==> config.mk <==
export PLATFORM = sky130hd
export DESIGN_NAME = imem_port_arbiter_flat
export DESIGN_NICKNAME = d
export VERILOG_FILES = /design/src/rtl/imem_port_arbiter_pkg.sv /design/src/rtl/imem_port_arbiter_if.sv /design/src/rtl/imem_port_arbiter_rd_tag_pipe.sv /design/src/rtl/imem_port_arbiter.sv /design/src/flat_wrapper.sv
export SDC_FILE = /design/constraint.sdc
export NUM_CORES = 1
export LEC_CHECK = 0
export ABC_CLOCK_PERIOD_IN_PS = 6200
export BUFFER_PORTS_ARGS = -buffer_cell sky130_fd_sc_hd__buf_2
export CELL_PAD_IN_SITES_DETAIL_PLACEMENT = 0
export CELL_PAD_IN_SITES_GLOBAL_PLACEMENT = 1
export CORE_ASPECT_RATIO = 0.75
export CORE_MARGIN = 8
export CORE_UTILIZATION = 33
export DETAILED_ROUTE_END_ITERATION = 7
export GPL_TIMING_DRIVEN = 0
export PLACE_DENSITY_LB_ADDON = 0.1
export SETUP_SLACK_MARGIN = 0.5
export SKIP_CTS_REPAIR_TIMING = 1
export SLEW_MARGIN = 20
export SYNTH_ARGS = -nofsm -noshare
export SYNTH_HDL_FRONTEND = slang
export SYNTH_SLANG_ARGS = --single-unit
==> constraint.sdc <==
create_clock -name clk -period 6.2 [get_ports clk]
set_input_delay 0.62 -clock clk [delete_from_list [all_inputs] [get_ports clk]]
set_output_delay 0.62 -clock clk [all_outputs]
set_load 0.02 [all_outputs]
==> src/rtl/imem_port_arbiter_pkg.sv <==
// Shared state encoding and requester tags for the instruction-memory port arbiter.
// Pure definitions: no logic, no latency, no flow control.
package core_pkg;

    typedef enum logic [1:0] {
        ST_BOOT  = 2'd0,
        ST_RUN   = 2'd1,
        ST_DRAIN = 2'd2
    } state_e;

    // Tag bit 1 marks a fetch read, bit 0 a debug read.
    localparam logic [1:0] TAG_F    = 2'b10;
    localparam logic [1:0] TAG_D    = 2'b01;
    localparam logic [1:0] TAG_NONE = 2'b00;

    function automatic logic [1:0] issue_tag(input logic f_gnt, input logic d_gnt);
        return f_gnt ? TAG_F : (d_gnt ? TAG_D : TAG_NONE);
    endfunction

endpackage

==> src/rtl/imem_port_arbiter_if.sv <==
// Bundle of loader, fetch, debug and BRAM-port signals around the instruction-memory arbiter.
// slave = arbiter side; master = requesters plus the memory macro's read data.
interface imem_port_arbiter_if #(
    parameter int ADDR_W = 16,
    parameter int DATA_W = 32
);
    logic              ld_start;
    logic              ld_req;
    logic [ADDR_W-1:0] ld_addr;
    logic [DATA_W-1:0] ld_data;
    logic              ld_ack;
    logic              ld_done;
    logic              core_run;
    logic              f_req;
    logic [ADDR_W-1:0] f_addr;
    logic              f_gnt;
    logic              f_valid;
    logic [DATA_W-1:0] f_data;
    logic              dbg_req;
    logic [ADDR_W-1:0] dbg_addr;
    logic              dbg_gnt;
    logic              dbg_valid;
    logic [DATA_W-1:0] dbg_data;
    logic              mem_en;
    logic              mem_we;
    logic [ADDR_W-1:0] mem_addr;
    logic [DATA_W-1:0] mem_wdata;
    logic [DATA_W-1:0] mem_rdata;

    modport slave (
        input  ld_start, ld_req, ld_addr, ld_data, ld_done,
        input  f_req, f_addr, dbg_req, dbg_addr, mem_rdata,
        output ld_ack, core_run, f_gnt, f_valid, f_data,
        output dbg_gnt, dbg_valid, dbg_data,
        output mem_en, mem_we, mem_addr, mem_wdata
    );

    modport master (
        output ld_start, ld_req, ld_addr, ld_data, ld_done,
        output f_req, f_addr, dbg_req, dbg_addr, mem_rdata,
        input  ld_ack, core_run, f_gnt, f_valid, f_data,
        input  dbg_gnt, dbg_valid, dbg_data,
        input  mem_en, mem_we, mem_addr, mem_wdata
    );

endinterface

==> src/rtl/imem_port_arbiter_rd_tag_pipe.sv <==
// RD_LAT-deep shift register carrying the requester tag of each read issue to its data return.
// Latency RD_LAT cycles; never stalls, one tag in and one out every cycle.
module rd_tag_pipe
    import core_pkg::*;
#(
    parameter int RD_LAT = 1
) (
    input  logic       clk,
    input  logic       rst,
    input  logic [1:0] tag_in,
    output logic [1:0] tag_out,
    output logic       empty
);

    logic [1:0] stg_q [RD_LAT];
    logic [1:0] stg_d [RD_LAT];

    always_comb begin
        stg_d[0] = tag_in;
        for (int i = 1; i < RD_LAT; i++) begin
            stg_d[i] = stg_q[i-1];
        end
    end

    always_ff @(posedge clk or posedge rst) begin
        if (rst) begin
            for (int i = 0; i < RD_LAT; i++) begin
                stg_q[i] <= TAG_NONE;
            end
        end else begin
            stg_q <= stg_d;
        end
    end

    // Empty only when no stage holds a tag, including the one returning this cycle.
    always_comb begin
        empty = 1'b1;
        for (int i = 0; i < RD_LAT; i++) begin
            if (stg_q[i] != TAG_NONE) begin
                empty = 1'b0;
            end
        end
    end

    assign tag_out = stg_q[RD_LAT-1];

endmodule

==> src/rtl/imem_port_arbiter.sv <==
// Shares the single instruction-BRAM port between loader writes (boot) and fetch/debug reads (run).
// Grants are combinational, zero-latency to BRAM; read data returns RD_LAT cycles later, requesters hold until granted.
module imem_port_arbiter
    import core_pkg::*;
#(
    parameter int ADDR_W     = 16,
    parameter int DATA_W     = 32,
    parameter int RD_LAT     = 1,
    parameter int STARVE_MAX = 15
) (
    input  logic                clk,
    input  logic                rst,
    imem_port_arbiter_if.slave  bus
);

    localparam int              CNT_W      = $clog2(STARVE_MAX + 1);
    localparam logic [CNT_W-1:0] STARVE_LIM = CNT_W'(STARVE_MAX);

    state_e            state_q, state_d;
    logic [CNT_W-1:0]  starve_q, starve_d;
    logic [DATA_W-1:0] f_hold_q, f_hold_d;
    logic [DATA_W-1:0] d_hold_q, d_hold_d;

    logic              ack_c, f_gnt_c, d_gnt_c, run_c;
    logic [ADDR_W-1:0] addr_c;
    logic [1:0]        tag_in, tag_out;
    logic              pipe_empty;
    logic              f_vld_c, d_vld_c;

    always_comb begin
        state_d  = state_q;
        starve_d = starve_q;
        ack_c    = 1'b0;
        f_gnt_c  = 1'b0;
        d_gnt_c  = 1'b0;
        run_c    = 1'b0;
        addr_c   = '0;
        // Holding everything quiet while rst is high keeps the outputs at zero during reset.
        if (!rst) begin
            unique case (state_q)
                ST_BOOT: begin
                    ack_c = bus.ld_req;
                    if (bus.ld_req) addr_c = bus.ld_addr;
                    if (bus.ld_done) state_d = ST_RUN;
                end
                ST_RUN: begin
                    if (bus.ld_start) begin
                        state_d = ST_DRAIN;
                    end else begin
                        run_c   = 1'b1;
                        d_gnt_c = bus.dbg_req && ((starve_q == STARVE_LIM) || !bus.f_req);
                        f_gnt_c = bus.f_req && !d_gnt_c;
                    end
                    if (d_gnt_c) begin
                        starve_d = '0;
                    end else if (bus.dbg_req && (starve_q != STARVE_LIM)) begin
                        starve_d = starve_q + 1'b1;
                    end
                    if (f_gnt_c)      addr_c = bus.f_addr;
                    else if (d_gnt_c) addr_c = bus.dbg_addr;
                end
                ST_DRAIN: begin
                    if (pipe_empty) state_d = ST_BOOT;
                end
                default: state_d = ST_BOOT;
            endcase
        end
        f_vld_c  = |(tag_out & TAG_F);
        d_vld_c  = |(tag_out & TAG_D);
        f_hold_d = f_vld_c ? bus.mem_rdata : f_hold_q;
        d_hold_d = d_vld_c ? bus.mem_rdata : d_hold_q;
    end

    always_ff @(posedge clk or posedge rst) begin
        if (rst) begin
            state_q  <= ST_BOOT;
            starve_q <= '0;
            f_hold_q <= '0;
            d_hold_q <= '0;
        end else begin
            state_q  <= state_d;
            starve_q <= starve_d;
            f_hold_q <= f_hold_d;
            d_hold_q <= d_hold_d;
        end
    end

    assign tag_in = issue_tag(f_gnt_c, d_gnt_c);

    rd_tag_pipe #(
        .RD_LAT (RD_LAT)
    ) u_rd_tag_pipe (
        .clk     (clk),
        .rst     (rst),
        .tag_in  (tag_in),
        .tag_out (tag_out),
        .empty   (pipe_empty)
    );

    assign bus.ld_ack    = ack_c;
    assign bus.core_run  = run_c;
    assign bus.f_gnt     = f_gnt_c;
    assign bus.dbg_gnt   = d_gnt_c;
    assign bus.mem_en    = ack_c | f_gnt_c | d_gnt_c;
    assign bus.mem_we    = ack_c;
    assign bus.mem_addr  = addr_c;
    assign bus.mem_wdata = ack_c ? bus.ld_data : '0;
    assign bus.f_valid   = f_vld_c;
    assign bus.f_data    = f_vld_c ? bus.mem_rdata : f_hold_q;
    assign bus.dbg_valid = d_vld_c;
    assign bus.dbg_data  = d_vld_c ? bus.mem_rdata : d_hold_q;

endmodule

==> src/flat_wrapper.sv <==
// flat-port wrapper written by rule: the top's interface ports become plain ports
module imem_port_arbiter_flat import core_pkg::*;
#(
    parameter int ADDR_W     = 16,
    parameter int DATA_W     = 32,
    parameter int RD_LAT     = 1,
    parameter int STARVE_MAX = 15
)
  (clk, rst, bus_ld_start, bus_ld_req, bus_ld_addr, bus_ld_data, bus_ld_done, bus_f_req, bus_f_addr, bus_dbg_req, bus_dbg_addr, bus_mem_rdata, bus_ld_ack, bus_core_run, bus_f_gnt, bus_f_valid, bus_f_data, bus_dbg_gnt, bus_dbg_valid, bus_dbg_data, bus_mem_en, bus_mem_we, bus_mem_addr, bus_mem_wdata);
  imem_port_arbiter_if #(.ADDR_W(ADDR_W), .DATA_W(DATA_W)) bus_i ();
  input  logic clk;
  input  logic rst;
  input wire logic [$bits(bus_i.ld_start)-1:0] bus_ld_start;
  input wire logic [$bits(bus_i.ld_req)-1:0] bus_ld_req;
  input wire logic [$bits(bus_i.ld_addr)-1:0] bus_ld_addr;
  input wire logic [$bits(bus_i.ld_data)-1:0] bus_ld_data;
  input wire logic [$bits(bus_i.ld_done)-1:0] bus_ld_done;
  input wire logic [$bits(bus_i.f_req)-1:0] bus_f_req;
  input wire logic [$bits(bus_i.f_addr)-1:0] bus_f_addr;
  input wire logic [$bits(bus_i.dbg_req)-1:0] bus_dbg_req;
  input wire logic [$bits(bus_i.dbg_addr)-1:0] bus_dbg_addr;
  input wire logic [$bits(bus_i.mem_rdata)-1:0] bus_mem_rdata;
  output wire logic [$bits(bus_i.ld_ack)-1:0] bus_ld_ack;
  output wire logic [$bits(bus_i.core_run)-1:0] bus_core_run;
  output wire logic [$bits(bus_i.f_gnt)-1:0] bus_f_gnt;
  output wire logic [$bits(bus_i.f_valid)-1:0] bus_f_valid;
  output wire logic [$bits(bus_i.f_data)-1:0] bus_f_data;
  output wire logic [$bits(bus_i.dbg_gnt)-1:0] bus_dbg_gnt;
  output wire logic [$bits(bus_i.dbg_valid)-1:0] bus_dbg_valid;
  output wire logic [$bits(bus_i.dbg_data)-1:0] bus_dbg_data;
  output wire logic [$bits(bus_i.mem_en)-1:0] bus_mem_en;
  output wire logic [$bits(bus_i.mem_we)-1:0] bus_mem_we;
  output wire logic [$bits(bus_i.mem_addr)-1:0] bus_mem_addr;
  output wire logic [$bits(bus_i.mem_wdata)-1:0] bus_mem_wdata;
  assign bus_i.ld_start = bus_ld_start;
  assign bus_i.ld_req = bus_ld_req;
  assign bus_i.ld_addr = bus_ld_addr;
  assign bus_i.ld_data = bus_ld_data;
  assign bus_i.ld_done = bus_ld_done;
  assign bus_i.f_req = bus_f_req;
  assign bus_i.f_addr = bus_f_addr;
  assign bus_i.dbg_req = bus_dbg_req;
  assign bus_i.dbg_addr = bus_dbg_addr;
  assign bus_i.mem_rdata = bus_mem_rdata;
  assign bus_ld_ack = bus_i.ld_ack;
  assign bus_core_run = bus_i.core_run;
  assign bus_f_gnt = bus_i.f_gnt;
  assign bus_f_valid = bus_i.f_valid;
  assign bus_f_data = bus_i.f_data;
  assign bus_dbg_gnt = bus_i.dbg_gnt;
  assign bus_dbg_valid = bus_i.dbg_valid;
  assign bus_dbg_data = bus_i.dbg_data;
  assign bus_mem_en = bus_i.mem_en;
  assign bus_mem_we = bus_i.mem_we;
  assign bus_mem_addr = bus_i.mem_addr;
  assign bus_mem_wdata = bus_i.mem_wdata;
  imem_port_arbiter #(.ADDR_W(ADDR_W), .DATA_W(DATA_W), .RD_LAT(RD_LAT), .STARVE_MAX(STARVE_MAX)) u_core (.clk(clk), .rst(rst), .bus(bus_i));
endmodule
* Word level (Yosys, flattened, before mapping)
Index checks and enable logic that the tools add are counted.
** Storage, ports and cells
- Logic and storage cells :: 58
- Flip-flop bits (word level) :: 72
- Output and inout bits :: 120
** Operators by class
- Equal/unequal tests :: 7
- Reduce and logical (&&, ||, !) cells :: 11
- Bitwise gates (word level) :: 3
- Add/sub/neg operators :: 1
- Mux-type cells :: 31
** Operator list (count)
- 32-bit 2-to-1 mux :: 3
- 16-bit 2-to-1 mux :: 4
- 16-bit one-hot mux with 2 select lines :: 1
- 1-bit 2-to-1 mux :: 16
- 2-bit 2-to-1 mux :: 4
- 4-bit 2-to-1 mux :: 2
- 2-bit != test, second input constant :: 3
- 2-bit one-hot mux with 3 select lines :: 1
- 4-bit by 1-bit adder with 4-bit output, second input constant :: 1
- 4-bit == test, second input constant :: 1
- 4-bit != test, second input constant :: 1
- 4-bit AND reduction :: 1
- 2-bit nonzero test :: 2
- 1-bit logical AND :: 3
- 3-bit AND reduction :: 1
- 2-bit by 1-bit == test with 1-bit output, second input constant :: 1
- 2-bit == test, second input constant :: 1
- 1-bit logical NOT :: 2
- 2-bit logical NOT :: 1
- 1-bit bitwise OR :: 2
- 1-bit logical OR :: 1
- 1-bit inverter :: 1

* Longest topological paths before layout
Gate-level depths: netlist of the first run.
- Word-level depth :: 12
- Mapped depth :: 6
- Depth with buffers taken out :: 4

* By module
A second synthesis of the first run with hierarchy kept.
** Unflattened totals
- Cell total of the unflattened synthesis :: 299
- Area, all modules :: 3520.9 um2
** Modules (own cells, without submodules)
- imem_port_arbiter :: instances 1, area an instance 3463.3 um2, sequential area each 1751.7 um2, cells an instance 295
- rd_tag_pipe :: instances 1, area an instance 57.6 um2, sequential area each 50.0 um2, cells an instance 4

* Worst setup path before layout of the first run
Ideal clock, no wire load.
- Path type :: input port to flip-flop
- From :: input rst
- To :: register u_core.state_q[1]
- Slack :: 3.451 ns
- Stages :: 3
- Buffers on the path :: 0
- Setup time :: 0.121 ns
- Arrival time :: 2.628 ns
- Path through :: inv_1 o21ai_0 a22o_1
** On the way
- Longest elaborated chain between the ends :: 2
** Ends and longest elaborated chain
- start, declared :: RTL line flat_wrapper.sv:12 : input logic rst;
- 1-bit inverter (no line)
- 4-bit AND reduction (no line)
- end signal, assigned :: RTL line imem_port_arbiter.sv:81 : state_q <= state_d;
- end, declared :: RTL line imem_port_arbiter.sv:19 : state_e state_q, state_d;
No other way between the ends.
A chain may end at the register's enable or synchronous reset.

* Worst setup path in the final report of the first run
- From :: register u_core.starve_q[0]
- To :: output bus_mem_addr[13]
** On the way
- Longest elaborated chain between the ends :: 11
** Ends and longest elaborated chain
- start, declared :: RTL line imem_port_arbiter.sv:20 : logic [CNT_W-1:0] starve_q, starve_d;
- start signal, assigned :: RTL line imem_port_arbiter.sv:82 : starve_q <= starve_d;
- 4-bit == test (*) :: RTL line imem_port_arbiter.sv:51 : d_gnt_c = bus.dbg_req && ((starve_q == STARVE_LIM) || !bus.f_req);
- 1-bit logical OR (*) :: RTL line imem_port_arbiter.sv:51
- 1-bit logical AND (*) :: RTL line imem_port_arbiter.sv:51
- 1-bit logical NOT :: RTL line imem_port_arbiter.sv:52 : f_gnt_c = bus.f_req && !d_gnt_c;
- 1-bit logical AND :: RTL line imem_port_arbiter.sv:52
- 1-bit 2-to-1 mux :: RTL line imem_port_arbiter.sv:47 : if (bus.ld_start) begin
- 1-bit 2-to-1 mux :: RTL line imem_port_arbiter.sv:40 : unique case (state_q)
- 1-bit 2-to-1 mux :: RTL line imem_port_arbiter.sv:39 : if (!rst) begin
- 16-bit 2-to-1 mux (*) :: RTL line imem_port_arbiter.sv:59 : if (f_gnt_c) addr_c = bus.f_addr;
- 16-bit one-hot mux with 2 select lines (*) :: RTL line imem_port_arbiter.sv:40
- 16-bit 2-to-1 mux (*) :: RTL line imem_port_arbiter.sv:39
- end, declared :: RTL line flat_wrapper.sv:33 : output wire logic [$bits(bus_i.mem_addr)-1:0] bus_mem_addr;
Mark *: on every way between the ends. The rest lies on a longest branch, timed or not. The select of a mux whose other input is x is not followed.

==> flow_metrics.py, run 1 <==
metrics = {
    "clock_tree": {
        "cts_tree": "built",
        "root_buffer": "clkbuf_16",
        "clockBufferDepth": 2,
        "cts_made_buffers": 9,
        "clock_latency_ps": 330,
        "cts_sinks": 72,
        "clk_pin_slew_ps": 60,
        "htreeDepth": 3,
    },
    "worst_setup_path": {
        "worstSetupPathType": "reg -> out",
        "r2r_end": "u_core.d_hold_q[26]",
        "crit_fanout": 10,
        "crit_path_end_kind": "output pin",
        "cp.arrival_ps": 2150,
        "r2r_cells": 3,
        "r2r_slack_ps": 4720,
        "rr_startpoint": "u_core.u_rd_tag_pipe.tag_out[0]",
        "worstPathRequired_ps": 5580,
        "critPathLaunchType": "flop",
    },
    "grt": {
        "grt_max_degree": 43,
        "overflow": 0,
        "grt_pass1_wl_um": 18500,
        "grtUsageMet2_pct": 27.5,
        "gr-usage-met3_pct": 5.98,
        "grt_pass1_vias": 3452,
        "grt_util_met1_pct": 19.5,
        "grt_usage_pct": 16.4,
        "grt.busiest_layer": "met2",
        "antenna_found_initial": 0,
    },
    "cells_and_area": {
        "drive_above_1_share_pct": 62.2,
        "areaGrowthSynthToFinish_pct": 48.6,
        "final_cells": 691,
        "post-route-util_pct": 50.7,
        "nets": 670,
        "diodes": 0,
    },
    "floorplan": {
        "initial_utilization_pct": 34.1,
        "fp.dieH_um": 106,
        "core_region_area_um2": 10400,
        "fp.dieW_um": 136,
        "std_cell_rows": 32,
        "io_pins": 239,
        "die_area_um2": 14300,
    },
    "routing": {
        "drt-vias-per-instance": 4.68,
        "antenna_left": 0,
        "detail_route.wl_per_cell_um": 17.6,
        "drt-pass1-iter-count": 4,
        "detailroute.via_count": 3236,
        "drt-total-wl_um": 12200,
        "drtIter0Drc": 74,
        "drc": 0,
    },
    "timing": {
        "fin_crit_sh_pct": 44.6,
        "setup_viol": 0,
        "hold_viol_final": 0,
        "setup_ws_ps": 3430,
        "timing.final.max_slew_violations": 0,
        "relSlewSlack_pct": 70.5,
        "fmax_ghz": 0.361,
        "clock_skew_ps": 3.27,
        "grt_setup_unrepaired": "no",
        "tightest_slew_ps": 443,
        "tns_ps": 0,
        "fin_crit_ps": 2770,
    },
    "placement": {
        "dp_hpwl_um": 10000,
        "port_buffers": 236,
        "dp_cells": 675,
        "routabilityCongestion": 0.791,
        "pre_cts_ws_ps": 3680,
    },
    "yosys": {
        "yosysUniqueCellTypes": 33,
        "postSynthCellCount": 302,
        "syn_avg_cell_area_um2": 11.7,
        "ys_ff_latch": 72,
        "synth.net_count": 422,
        "yosysWarningCount": 0,
        "ys_seq_area_share_pct": 50.9,
        "netlist_area_um2": 3540,
    },
    "power": {
        "finalPower_mw": 2.33,
        "leakage_nw": 2.83,
        "peakVddDrop_v": 0.000259,
        "power_density_nw_per_um2": 442,
    },
    "run": {
        "cap_violations": 0,
    },
    "worst_hold_path": {
        "hp-class": "in -> async",
    },
    "outcome": {
        "status": "complete, no violations",
    },
}
## worst max path at each step
stage                                    to               start  depth (start not counted)
after CTS                  bus_mem_addr[13]  u_core.starve_q[0]                          6
after global routing        bus_mem_addr[9]  u_core.starve_q[0]                          6
after floorplan           u_core.state_q[1]                 rst                          3
after detailed placement    bus_mem_addr[2]                 rst                          6
final                      bus_mem_addr[13]  u_core.starve_q[0]                          6
after global placement    u_core.state_q[1]                 rst                          4
## synthesized netlist by cell type
master / number / area, um2
clkbuf_2: 1 / 5.00
nand2b_1: 1 / 6.26
nor2b_1: 2 / 12.5
a2bb2oi_1: 1 / 8.76
clkbuf_1: 4 / 15.0
and2_1: 32 / 200
nand2_1: 16 / 60.1
buf_4: 2 / 15.0
nor2_1: 3 / 11.3
o21bai_1: 2 / 15.0
buf_2: 22 / 110
nor4b_4: 1 / 23.8
ha_1: 1 / 12.5
and3_1: 3 / 18.8
o21ai_0: 2 / 10.0
nor3b_2: 1 / 12.5
a211oi_1: 1 / 7.51
nand3_1: 17 / 85.1
a22o_1: 1 / 8.76
mux2i_1: 1 / 10.0
o41ai_1: 1 / 8.76
or3b_1: 1 / 8.76
a31oi_1: 2 / 12.5
inv_1: 4 / 15.0
a21oi_1: 3 / 15.0
o22ai_1: 1 / 6.26
a211oi_2: 1 / 12.5
and4_1: 2 / 17.5
nand4_1: 19 / 119
o2111ai_1: 17 / 149
mux2_2: 64 / 721
dfrtp_1: 72 / 1800
nor3_1: 1 / 5.00
## sequential cells by signal, indices dropped and copies added (netlist names)
register / flops
u_core.d_hold_q: 32
u_core.f_hold_q: 32
u_core.starve_q: 4
u_core.state_q: 2
u_core.u_rd_tag_pipe.tag_out: 2
## power breakdown
part	internal [mW]	switching, mW	leakage, nW	total [mW]
sequential	0.683	0.0694	0.895	0.753
combinational	0.385	0.602	1.76	0.987
clock	0.404	0.183	0.170	0.586
total	1.47	0.854	2.83	2.33
## logic make-up after synthesis
logic type | share of synthesized area [%]
compound gates | 7.18
fa+ha+maj | 0.353
buf+inv | 4.52
flops | 50.9
mux | 20.6
simple gates | 16.4
## cell type report
class | instances | area (um2)
Buffer | 29 | 145
Fill cell | 1030 | 5110
Clock inverter | 5 | 104
Clock buffer | 11 | 243
Tap cell | 136 | 170
Sequential cell | 72 | 1800
Timing Repair Buffer | 237 | 1200
Multi-Input combinational cell | 197 | 1580
Inverter | 4 | 17.5
## cells in the final DEF (no fill, tap or decap), types with 3 or more instances in the layout
cell / synthesis / final
nor2_1: 3 / 3
buf_2: 22 / 258
and2_1: 32 / 32
nand3_1: 17 / 17
clkbuf_1: 4 / 5
a21oi_1: 3 / 3
mux2_2: 64 / 64
inv_1: 4 / 3
nand2_1: 16 / 16
bufinv_16: 0 / 3
and3_1: 3 / 3
nand4_1: 19 / 19
o2111ai_1: 17 / 17
dfrtp_1: 72 / 72
clkbuf_16: 0 / 9
## through the flow
| step | hold WS (ps) | instance area, um2 |
|---|---|---|
| global route | 391 | 5260 |
| floorplan | 471 | 3540 |
| finish | 355 | 5260 |
| global placement | 476 | 4890 |
| detailed placement | 481 | 4910 |
| CTS | 364 | 5260 |
## per-layer routing
metal / vias up / share of wire (%)
met4: 0 / 1.2
met5: - / 0
met2: 109 / 50
met3: 13 / 7.5
met1: 1522 / 41
li1: 1592 / -
## critical path: stages (launching register included)
cell and delay (ps):
dfrtp_1 400, ha_1 280, nand4_1 320, clkbuf_1 410, nand4_1 160, nand3_1 100
buf_2 160
No activity file was read; power rests on OpenSTA's default activity.
==> run 2: changes to the inputs <==
--- a/config.mk
+++ b/config.mk
@@ -5,13 +5,13 @@
 export SDC_FILE = /design/constraint.sdc
 export NUM_CORES = 1
 export LEC_CHECK = 0
-export ABC_CLOCK_PERIOD_IN_PS = 6200
+export ABC_CLOCK_PERIOD_IN_PS = 2900
 export BUFFER_PORTS_ARGS = -buffer_cell sky130_fd_sc_hd__buf_2
 export CELL_PAD_IN_SITES_DETAIL_PLACEMENT = 0
 export CELL_PAD_IN_SITES_GLOBAL_PLACEMENT = 1
 export CORE_ASPECT_RATIO = 0.75
 export CORE_MARGIN = 8
-export CORE_UTILIZATION = 33
+export CORE_UTILIZATION = 30
 export DETAILED_ROUTE_END_ITERATION = 7
 export GPL_TIMING_DRIVEN = 0
 export PLACE_DENSITY_LB_ADDON = 0.1
==> constraint.sdc (replaced) <==
create_clock -name clk -period 2.9 [get_ports clk]
set_input_delay 0.29 -clock clk [delete_from_list [all_inputs] [get_ports clk]]
set_output_delay 0.29 -clock clk [all_outputs]
set_load 0.02 [all_outputs]
==> run 2 against run 1 <==
Effect of this change: critical path depth rose by 1; clock power rose by 100%; final cell count grew 4.1%; clock-buffer cell count unchanged; clock skew about the same; wire length grew 3.0%; first-iteration DRC count rose by 72%; total power up 110%; combinational power increased by 120%; flip-flop and latch count unchanged.
==> flow_metrics.py, run 2 (synthesized netlist as in run 1, its figures left out) <==
metrics = {
    "floorplan": {
        "fp.dieW_um": 141,
        "core_region_area_um2": 11600,
        "die_area_um2": 15600,
        "fp.dieH_um": 110,
        "io_pins": 239,
        "initial_utilization_pct": 30.6,
        "std_cell_rows": 34,
    },
    "routing": {
        "detail_route.wl_per_cell_um": 17.4,
        "drc": 0,
        "detailroute.via_count": 3284,
        "antenna_left": 0,
        "drt-pass1-iter-count": 4,
        "drtIter0Drc": 127,
        "drt-vias-per-instance": 4.57,
        "drt-total-wl_um": 12500,
    },
    "clock_tree": {
        "cts_tree": "built",
        "clock_latency_ps": 320,
        "cts_made_buffers": 9,
        "cts_sinks": 72,
        "root_buffer": "clkbuf_16",
        "clk_pin_slew_ps": 50,
        "clockBufferDepth": 2,
        "htreeDepth": 3,
    },
    "power": {
        "leakage_nw": 2.83,
        "power_density_nw_per_um2": 924,
        "peakVddDrop_v": 0.000543,
        "finalPower_mw": 4.90,
    },
    "cells_and_area": {
        "nets": 672,
        "areaGrowthSynthToFinish_pct": 49.9,
        "fillers": 1159,
        "reg.largest.list": "u_core.d_hold_q x32, u_core.f_hold_q x32, u_core.starve_q x4",
        "mostFrequentLayoutCell": "buf_2",
        "final_cell_mix": "buf_2, dfrtp_1, mux2_2",
        "diodes": 0,
        "final_cells": 719,
        "drive_above_1_share_pct": 62.7,
    },
    "timing": {
        "hold_viol_final": 0,
        "fmax_ghz": 0.444,
        "relSlewSlack_pct": 60.9,
        "clock_skew_ps": 2.84,
        "grt_setup_unrepaired": "no",
        "tightest_slew_ps": 585,
        "setup_ws_ps": 648,
        "timing.hold.ws_ps": 98.8,
        "fin_crit_ps": 2250,
        "setup_viol": 0,
        "fin_crit_sh_pct": 77.7,
        "timing.final.max_slew_violations": 0,
        "tns_ps": 0,
    },
    "placement": {
        "routabilityCongestion": 0.818,
        "dp_cells": 702,
        "dp_hpwl_um": 10200,
        "port_buffers": 236,
        "pre_cts_ws_ps": 790,
    },
    "worst_setup_path": {
        "crit_fanout": 10,
        "worstPathRequired_ps": 2610,
        "crit_path_end_kind": "output pin",
        "r2r_cells": 3,
        "worstSetupPathType": "reg -> out",
        "cp.arrival_ps": 1960,
        "critPathLaunchType": "flop",
    },
    "grt": {
        "grt_pass1_vias": 3414,
        "grt_max_degree": 28,
        "grt_usage_pct": 15.1,
        "grt_pass1_wl_um": 18300,
        "overflow": 0,
        "antenna_found_initial": 0,
    },
    "worst_hold_path": {
        "hp-class": "in -> async",
    },
    "run": {
        "cap_violations": 0,
    },
    "outcome": {
        "status": "complete, no violations",
    },
}
==> run 2: area by class of cell <==
type	count	area (um2)	share of cell area, %
clock inverter	5	78.8	1.49
inverter	4	18.8	0.354
clock buffer	11	243	4.57
multi-input combinational	197	1580	29.8
timing repair buffer	239	1240	23.3
buffer	29	146	2.76
sequential	72	1800	33.9
tap	162	203	3.82
==> run 2: report_power, final <==
| part | internal, mW | leakage, nW | total [mW] | switching (mW) |
|---|---|---|---|---|
| combinational | 0.829 | 1.78 | 2.13 | 1.30 |
| clock | 0.776 | 0.160 | 1.17 | 0.396 |
| sequential | 1.46 | 0.895 | 1.60 | 0.145 |
==> run 2: worst paths after layout <==
check / from / endpoint / slack [ps]
min in group clk: bus_mem_rdata[15] / u_core.d_hold_q[15] / 220
worst min-delay path: rst / u_core.state_q[1] / 100
max in group asynchronous: rst / u_core.f_hold_q[16] / 2300
worst max-delay path: u_core.starve_q[0] / bus_mem_addr[14] / 650
worst min register to register: u_core.f_hold_q[10] / u_core.f_hold_q[10] / 490
worst max register to register: u_core.u_rd_tag_pipe.tag_out[0] / u_core.d_hold_q[17] / 1420
==> run 2: per-layer routing <==
metal  vias up  share of wire [%]  global-route usage [%]
met2       103                 50                    25.3
met3        10                6.4                    5.03
met4         0               0.85                    3.90
met1      1578                 43                    18.5
li1       1593                  -                       -
met5         -                  0                       0
==> run 2: stage by stage <==
step	instance area [um2]	utilization, %
2_1_floorplan	3540	-
3_3_place_gp	4930	42.6
3_5_place_dp	4970	43.0
4_1_cts	5300	45.8
5_1_grt	5310	45.9
6_report	5310	45.9
==> run 2: worst max-delay path: stages (launching register included) <==
cell and delay [ps]:
dfrtp_1 400, ha_2 240, and3_1 180, buf_2 160, buf_2 190, o2111ai_1 210, nand3_1 100, buf_2 160
==> run 3: changes to the inputs <==
--- a/config.mk
+++ b/config.mk
@@ -5,13 +5,13 @@
 export SDC_FILE = /design/constraint.sdc
 export NUM_CORES = 1
 export LEC_CHECK = 0
-export ABC_CLOCK_PERIOD_IN_PS = 2900
+export ABC_CLOCK_PERIOD_IN_PS = 1960
 export BUFFER_PORTS_ARGS = -buffer_cell sky130_fd_sc_hd__buf_2
 export CELL_PAD_IN_SITES_DETAIL_PLACEMENT = 0
 export CELL_PAD_IN_SITES_GLOBAL_PLACEMENT = 1
 export CORE_ASPECT_RATIO = 0.75
 export CORE_MARGIN = 8
-export CORE_UTILIZATION = 30
+export CORE_UTILIZATION = 27
 export DETAILED_ROUTE_END_ITERATION = 7
 export GPL_TIMING_DRIVEN = 0
 export PLACE_DENSITY_LB_ADDON = 0.1
==> constraint.sdc (replaced) <==
create_clock -name clk -period 1.96 [get_ports clk]
set_input_delay 0.196 -clock clk [delete_from_list [all_inputs] [get_ports clk]]
set_output_delay 0.196 -clock clk [all_outputs]
set_load 0.02 [all_outputs]
==> run 3 against run 2 <==
Effect of this change: register-to-register slack worse by 900 ps; first-iteration DRC count up 2.4%; critical path depth stayed put; total power increased by 89%; via count up 11%; critical path type unchanged; largest cell class is now buffers; combinational power is 140% higher; utilization rose by 11 points; final cell count is 7.6% higher; the flow now finishes with violations (hold timing, setup timing); clock-buffer cell count unchanged; largest power group unchanged.
==> flow_metrics.py, run 3 (synthesized netlist as in run 1, its figures left out) <==
metrics = {
    "timing": {
        "timing.final.max_slew_violations": 0,
        "grt_setup_unrepaired": "yes",
        "setup_ws_ps": -61.1,
        "fin_crit_ps": 2020,
        "hold_viol_final": 19,
        "tns_ps": -495,
        "fmax_ghz": 0.495,
        "relSlewSlack_pct": 64.9,
        "timing.hold.ws_ps": -6.84,
        "clock_skew_ps": 5.87,
        "tightest_slew_ps": 525,
        "fin_crit_sh_pct": 103,
        "setup_viol": 15,
    },
    "worst_setup_path": {
        "crit_chain": "ha_4, and3_4, buf_6, buf_12, o2111ai_4, nand3_2, buf_6",
        "r2r_slack_ps": 520,
        "slowest_stage": "dfrtp_1",
        "r2r_end": "u_core.starve_q[3]",
        "crit_path_max_incr_delay_ps": 420,
        "crit_fanout": 10,
        "r2r_cells": 4,
        "worstPathRequired_ps": 1760,
        "cp.arrival_ps": 1830,
        "rr_startpoint": "u_core.state_q[1]",
        "worstSetupPathType": "reg -> out",
        "crit_top_cell": "buf_6",
        "critPathLaunchType": "flop",
        "crit_path_end_kind": "output pin",
    },
    "cells_and_area": {
        "register_area_um2": 1810,
        "design_area_um2": 7350,
        "diodes": 0,
        "final_cell_mix": "buf_6, buf_2, dfrtp_1",
        "multi_input_area_um2": 2170,
        "drive_above_1_share_pct": 76.6,
        "fillers": 1088,
        "areaGrowthSynthToFinish_pct": 108,
        "mostFrequentLayoutCell": "buf_6",
        "nets": 719,
        "final_cells": 774,
        "reg.largest.list": "u_core.d_hold_q x32, u_core.f_hold_q x32, u_core.starve_q x4",
    },
    "clock_tree": {
        "clock_latency_ps": 330,
        "cts_made_buffers": 9,
        "htreeDepth": 3,
        "cts_sinks": 72,
        "cts_tree": "built",
        "clk_pin_slew_ps": 60,
        "root_buffer": "clkbuf_16",
        "clockBufferDepth": 2,
    },
    "routing": {
        "drtIter0Drc": 130,
        "antenna_left": 0,
        "detailroute.via_count": 3658,
        "drt-total-wl_um": 15400,
        "detail_route.wl_per_cell_um": 19.9,
        "drt-pass1-iter-count": 4,
        "drc": 0,
        "drt-vias-per-instance": 4.73,
    },
    "floorplan": {
        "initial_utilization_pct": 27.5,
        "io_pins": 239,
        "die_area_um2": 17100,
        "core_region_area_um2": 12900,
        "fp.dieH_um": 115,
        "std_cell_rows": 36,
        "fp.dieW_um": 148,
    },
    "power": {
        "leakage_nw": 3.62,
        "peakVddDrop_v": 0.000838,
        "power_density_nw_per_um2": 1260,
    },
    "placement": {
        "placed_cell_area_um2": 5160,
        "port_buffers": 236,
        "dp_hpwl_um": 10900,
        "routabilityCongestion": 0.758,
        "dp_cells": 711,
    },
    "grt": {
        "grt_max_degree": 31,
        "antenna_found_initial": 0,
        "grt_pass1_vias": 3597,
        "grt_pass1_wl_um": 19900,
        "overflow": 0,
        "grt_usage_pct": 14.9,
    },
    "worst_hold_path": {
        "hp-class": "in -> async",
    },
    "run": {
        "cap_violations": 0,
    },
    "outcome": {
        "violations": "hold timing, setup timing",
        "status": "finished with violations",
    },
}
[run 3: area by class of cell]
class                           instances  share of cell area [%]
Multi-Input combinational cell        197                    29.6
Tap cell                              171                    2.91
Sequential cell                        72                    24.6
Buffer                                 29                    4.67
Clock buffer                           11                    3.30
Inverter                                4                   0.255
Timing Repair Buffer                  286                    34.1
Clock inverter                          4                   0.613
[run 3: where the power goes]
part           internal, mW  switching (mW)  total, mW
clock network          1.01           0.580       1.59
logic                  2.86            2.35       5.21
registers              2.17           0.279       2.45
total                  6.04            3.21       9.25
[run 3: routing by layer]
metal  wire, um  up-vias  global-route usage, %  share of wire [%]
li1           -     1689                      -                  -
met1       6620     1819                   17.9                 43
met2       7690      137                   25.3                 50
met3        931       13                   4.76                6.1
met4        146        0                   4.07               0.95
met5          0        -                      0                  0
[run 3: worst max-delay path by stage]
stage,startpoint,end,slack [ps],cells after the start
after CTS,u_core.starve_q[0],bus_mem_addr[5],-300,6
final,u_core.starve_q[1],bus_mem_addr[13],-60,7
after floorplan,rst,u_core.state_q[1],310,3
after global routing,u_core.starve_q[1],bus_mem_addr[13],-130,7
after detailed placement,u_core.starve_q[0],bus_mem_addr[5],70,6
after global placement,rst,u_core.state_q[1],-400,4
[run 3: critical path, delay by kind of cell, from the launching register on]
kind	cells	cell delay, ps
compound gates	1	190
fa+ha+maj	1	190
buf+inv	3	420
flops	1	420
simple gates	2	270
[run 3: through the flow]
| step | total power [mW] | util (%) | worst slack [ps] |
|---|---|---|---|
| after global routing | 9.69 | 57.0 | -130 |
| after floorplan | 4.47 | - | 308 |
| after global placement | 5.61 | 39.7 | -398 |
| after detailed placement | 5.71 | 40.0 | 70.4 |
| after CTS | 7.32 | 42.3 | -302 |
| final | 9.25 | 57.0 | -61.1 |
